File: config.mk
export PLATFORM = sky130hd
export DESIGN_NAME = int_controller
export DESIGN_NICKNAME = d
export VERILOG_FILES = /design/src/rtl/cpu_int_pkg.sv /design/src/rtl/int_src_sync.sv /design/src/rtl/int_controller.sv
export SDC_FILE = /design/constraint.sdc
export NUM_CORES = 1
export LEC_CHECK = 0
export ABC_AREA = 1
export CORE_ASPECT_RATIO = 1.25
export CORE_MARGIN = 2
export CORE_UTILIZATION = 58
export CTS_CLUSTER_DIAMETER = 30
export CTS_CLUSTER_SIZE = 12
export DETAILED_ROUTE_END_ITERATION = 12
export PLACE_DENSITY = 0.8
export SKIP_CTS_REPAIR_TIMING = 1
export SYNTH_ARGS = -nofsm -noshare
export SYNTH_HDL_FRONTEND = slang
export SYNTH_HIERARCHICAL = 1
export SYNTH_SLANG_ARGS = --single-unit
File: constraint.sdc
create_clock -name clk -period 2.2 [get_ports clk]
set_input_delay 0.44 -clock clk [delete_from_list [all_inputs] [get_ports clk]]
set_output_delay 0.44 -clock clk [all_outputs]
set_load 0.03 [all_outputs]
File: src/rtl/cpu_int_pkg.sv
// Shared types and constants for the CPU interrupt path.
// Used by the upstream interrupt controller and its source synchronisers.
package cpu_int_pkg;

  localparam int VEC_W = 27;

  localparam logic [31:0] INSTR_NOOP = 32'h78000000;
  localparam logic [4:0]  OPC_JUMP   = 5'b10100;
  localparam logic [4:0]  OPC_RIN    = 5'b11111;

  typedef enum logic [1:0] {
    IDLE,
    REQ,
    INJ,
    SVC
  } int_ctrl_state_t;

  function automatic logic [31:0] jump_instr(
    input logic [VEC_W-1:0] target
  );
    return {OPC_JUMP, target};
  endfunction

endpackage

File: src/rtl/int_src_sync.sv
// Per-line synchroniser followed by a rising-edge detector.
// Emits a one-cycle pulse once the synchronised level goes high.
module int_src_sync #(
  parameter int SYNC_STAGES = 2
) (
  input  logic clk,
  input  logic rst_n,
  input  logic irq,
  output logic rise
);

  logic [SYNC_STAGES-1:0] sync;
  logic                   sync_d;

  always_ff @(posedge clk or negedge rst_n) begin
    if (!rst_n) begin
      sync   <= '0;
      sync_d <= 1'b0;
    end else begin
      sync[0] <= irq;
      for (int i = 1; i < SYNC_STAGES; i++)
        sync[i] <= sync[i-1];
      sync_d <= sync[SYNC_STAGES-1];
    end
  end

  assign rise = sync[SYNC_STAGES-1] & ~sync_d;

endmodule

File: src/rtl/int_controller.sv
// Fixed-priority, non-nesting interrupt controller that raises INT,
// waits for ACK, injects a jump to the vector, then waits for eoi.
module int_controller
  import cpu_int_pkg::*;
#(
  parameter int               N_SRC       = 8,
  parameter int               SYNC_STAGES = 2,
  parameter logic [VEC_W-1:0] VEC_RESET   = 27'h6002000
) (
  input  logic             clk,
  input  logic             rst_n,
  input  logic [N_SRC-1:0] irq_src,
  input  logic             cfg_we,
  input  logic [4:0]       cfg_addr,
  input  logic [31:0]      cfg_wdata,
  input  logic             ACK,
  input  logic             eoi,
  output logic             INT,
  output logic [31:0]      INT_INSTR,
  output logic [3:0]       active_id,
  output logic             busy,
  output logic [N_SRC-1:0] pending
);

  int_ctrl_state_t  state;
  logic [VEC_W-1:0] vec [N_SRC];
  logic [N_SRC-1:0] mask;
  logic [N_SRC-1:0] rise;
  logic [N_SRC-1:0] clr;
  logic [N_SRC-1:0] eligible;
  logic [3:0]       winner;
  logic [VEC_W-1:0] cur_vec;
  logic             unused_wdata;

  assign unused_wdata = ^cfg_wdata[31:VEC_W];

  for (genvar g = 0; g < N_SRC; g++) begin : g_src
    int_src_sync #(
      .SYNC_STAGES(SYNC_STAGES)
    ) u_sync (
      .clk  (clk),
      .rst_n(rst_n),
      .irq  (irq_src[g]),
      .rise (rise[g])
    );
  end

  assign eligible = pending & mask;

  always_comb begin
    winner  = '0;
    cur_vec = '0;
    clr     = '0;
    for (int i = N_SRC - 1; i >= 0; i--)
      if (eligible[i]) winner = 4'(i);
    for (int i = 0; i < N_SRC; i++) begin
      if (active_id == 4'(i)) cur_vec = vec[i];
      clr[i] = (state == REQ) && ACK && (active_id == 4'(i));
    end
  end

  always_ff @(posedge clk or negedge rst_n) begin
    if (!rst_n) begin
      mask <= '0;
      for (int i = 0; i < N_SRC; i++)
        vec[i] <= VEC_RESET;
    end else if (cfg_we) begin
      for (int i = 0; i < N_SRC; i++)
        if (cfg_addr == 5'(i)) vec[i] <= cfg_wdata[VEC_W-1:0];
      if (cfg_addr == 5'(N_SRC)) mask <= cfg_wdata[N_SRC-1:0];
    end
  end

  // New edges are ORed in after the clear, so a re-arm beats the ACK.
  always_ff @(posedge clk or negedge rst_n) begin
    if (!rst_n) pending <= '0;
    else        pending <= (pending & ~clr) | rise;
  end

  always_ff @(posedge clk or negedge rst_n) begin
    if (!rst_n) begin
      state     <= IDLE;
      active_id <= '0;
    end else begin
      unique case (state)
        IDLE:
          if (|eligible) begin
            active_id <= winner;
            state     <= REQ;
          end
        REQ: if (ACK) state <= INJ;
        INJ: state <= SVC;
        SVC: if (eoi) state <= IDLE;
        default: state <= IDLE;
      endcase
    end
  end

  assign INT       = (state == REQ);
  assign busy      = (state != IDLE);
  assign INT_INSTR = (state == INJ) ? jump_instr(cur_vec) : INSTR_NOOP;

endmodule

==> reports/metrics.csv <==
stage,metric,value,unit
sta,Fin. Hold Viols,0,
worst_setup_path,worst path bufs/invs,4,
synth,async set-reset flop share out of synthesis,1.000,
worst_setup_path,Setup crit start,active_id[0]$_DFFE_PN0P_,
layout,share of layout cells above drive strength 1,0.1618,
detailed_routing,final wirelength,32900,um
worst_setup_path,Worst path slowest cell,dfrtp_2,
worst_setup_path,flop2flop setup slack,580,ps
detailed_routing,total number of vias,10280,
synth,Yosys reg bits,261,
status,status,"finished, violations left",
synth,synth cell count leaders,"nand2_1, dfrtp_1, o21ai_0",
sta,Final Setup Violations,30,
cts,Clock transition at path regs,60,ps
global_routing,initial antenna violation count,1,
detailed_routing,DRC Markers,0,
worst_setup_path,Max Fanout on Critical Path,12,
sta,count of final max-slew check failures,0,
cts,Clock Path Buffers,3,
min_path,worst hold path endpoint,g_src[5].u_sync/sync[1]$_DFF_PN0_,
power,Pwr Density,1277,nW/um^2
min_path,Hold Startpoint,g_src[5].u_sync/sync[0]$_DFF_PN0_,
worst_setup_path,CP Cell Sequence,buf_6 -> nor3_4 -> buf_6 -> a21oi_1 -> nand4_1 -> nand2_1 -> inv_1 -> buf_4,
status,failing checks,negative setup slack,
detailed_routing,vias per cell,5.814,
worst_setup_path,r2r worst-path depth,6,
cts,Clock Latency Late Sink,520,ps
min_path,Min-Delay Path Depth,0,
detailed_routing,antenna-violating nets left,0,
synth,Synth top area share,0.5172,
layout,post-route cell area,14610,um^2
die,die footprint,20920,um^2
global_routing,global-route wire length before repair,51070,um
min_path,Hold Path Class,register to register,
synth,most common cell in the synthesized netlist,nand2_1,
synth,Synth warnings,6,
worst_setup_path,crit end category,output pin,
die,width of the die,129.8,um
place,GP Congestion,0.8373,
place,Placement Cell Area,12820,um^2
sta,Tcrit/Tclk final,1.205,
synth,Synth Cell Area,11470,um^2
worst_setup_path,CP Data Required Time,1760,ps
place,setup slack at placement,-45.57,ps
synth,Mapped Cells,1351,
synth,Yosys top cell by area,dfrtp_1,
sta,skew final,11.01,ps
power,LEAKAGE,7.072,nW
sta,final worst slack,-449.9,ps
die,DIE HEIGHT,161.2,um
synth,mean post-synth cell area,8.488,um^2
cts,Root Buffer,clkbuf_16,
global_routing,GRT overflow,0,
global_routing,total track usage,0.3118,
synth,Synth cell types,26,
power,peak supply drop,707.1,uV
synth,"Top FF cell, synth",dfrtp_1,
worst_setup_path,Critical R2R Capture,pending[1]$_DFF_PN0_,
synth,Post-Syn Nets,1406,
synth,"top cells by area, synth","dfrtp_1, nand2_1, o21ai_0",
sta,worst hold slack,343.5,ps
worst_setup_path,"slowest stage delay, CP",490,ps
die,I/O pins,96,
synth,"Seq/Total Area, Yosys",0.5722,
worst_setup_path,startpoint types,register,
detailed_routing,Iter 0 DRT Violations,1393,
cts,H-tree depth,2,
sta,setup repair after global routing missed its margin,yes,
sta,final period demand of the worst path,2650,ps
worst_setup_path,reg2reg start,state[1]$_DFFE_PN0P_,
die,# rows,57,
detailed_routing,wire per inst,18.61,um
place,Post-DP HPWL,18330,um
worst_setup_path,"Arr. time, crit path",2210,ps
die,Core ar.,19400,um^2
cts,CTS Buf Count,44,
detailed_routing,number of detailed-route iterations in the first pass,7,
worst_setup_path,critical path's most frequent cell,buf_6,
global_routing,vias in the first global route,10160,
worst_setup_path,kind of critical path,register to output pin,
cts,CTS tree,done,
power,total power,18.67,mW
global_routing,largest net degree at the start of global routing,74,
layout,Layout Nets,1524,
place,Port-buffer cells,88,
die,Initial Util,0.5911,
worst_setup_path,"CP delay by family, top",buffers and inverters,
cts,clk sink count,261,
layout,area grow syn2layout,27.43,%
sta,Max Fclk,377.4,MHz
run,max cap viols,0,
synth,Post-synth EDFFs,0,
stage by stage:
| step | util | TNS (ps) | instances |
|---|---|---|---|
| floorplan | - | 0 | 1351 |
| global route | 0.7533 | -12170 | 1768 |
| detailed placement | 0.6609 | -56.77 | 1675 |
| finish | 0.7533 | -9640 | 1768 |
| global placement | 0.6609 | -26.95 | 1675 |
| CTS | 0.7376 | -15710 | 1754 |
layer usage:
layer  vias to the layer above  GRT usage  wire length, um
li1                       4671          -                -
met1                      4900     0.4056            12160
met2                       585     0.5086            16450
met3                       123    0.05631             2796
met4                         0     0.1452             1490
met5                         -          0                0
worst register-to-register path: stages (launching register included):
cell and delay [ps]:
dfrtp_1 430, inv_1 130, ha_1 190, buf_4 130
nand2_1 150, o41ai_1 380, nand2_1 90
final cells by class:
class | count | area, um^2
antenna | 1 | 2.502
clock buffer | 56 | 1247
clock inverter | 23 | 240.2
fill | 1307 | 4786
inverter | 113 | 442.9
multi-input combinational | 893 | 4188
sequential | 261 | 6565
tap | 265 | 331.6
timing repair buffer | 156 | 1595
how the worst max path moves through the flow:
stage	end	slack [ps]	depth (start not counted)
final	INT_INSTR[26]	-450	8
after global routing	INT_INSTR[26]	-520	9
after global placement	INT_INSTR[26]	-30	9
after detailed placement	INT_INSTR[26]	-50	9
after floorplan	INT_INSTR[12]	9	10
after CTS	INT_INSTR[26]	-670	9
layout by cell type (no fill, tap or decap), types with 24 or more instances in the layout:
| cell type | count |
|---|---|
| nor2_1 | 103 |
| nand4_1 | 76 |
| dfstp_2 | 24 |
| nand2_1 | 345 |
| nand3_1 | 58 |
| clkdlybuf4s50_1 | 51 |
| clkbuf_16 | 46 |
| o21ai_0 | 233 |
| inv_1 | 105 |
| a21oi_1 | 30 |
| dfrtp_1 | 234 |
| buf_4 | 62 |
cell families (layout without fill, tap and decap cells):
family                   Yosys count  after routing  synth area share
AND/OR/NAND/NOR                  608            608            0.2292
adder cells (fa/ha/maj)            5              5          0.005456
AO/OA/AOI/OAI                    278            278            0.1231
other                              2              3         0.0006549
flip-flops                       261            261            0.5722
buffers and inverters            197            348           0.06939
flip-flops by register name, summed over array words and instances (netlist names):
register             flops
state                    2
active_id                3
mask                     8
g_src.u_sync/sync       16
pending                  8
g_src.u_sync/sync_d      8
vec                    216
power by group:
part           internal [mW]  switching (mW)  total [mW]
sequential              5.74           0.570        6.31
clock                   4.39            2.38        6.77
combinational           2.03            3.56        5.59
total                   12.2            6.51        18.7
Power figures use the tool's default switching activity.
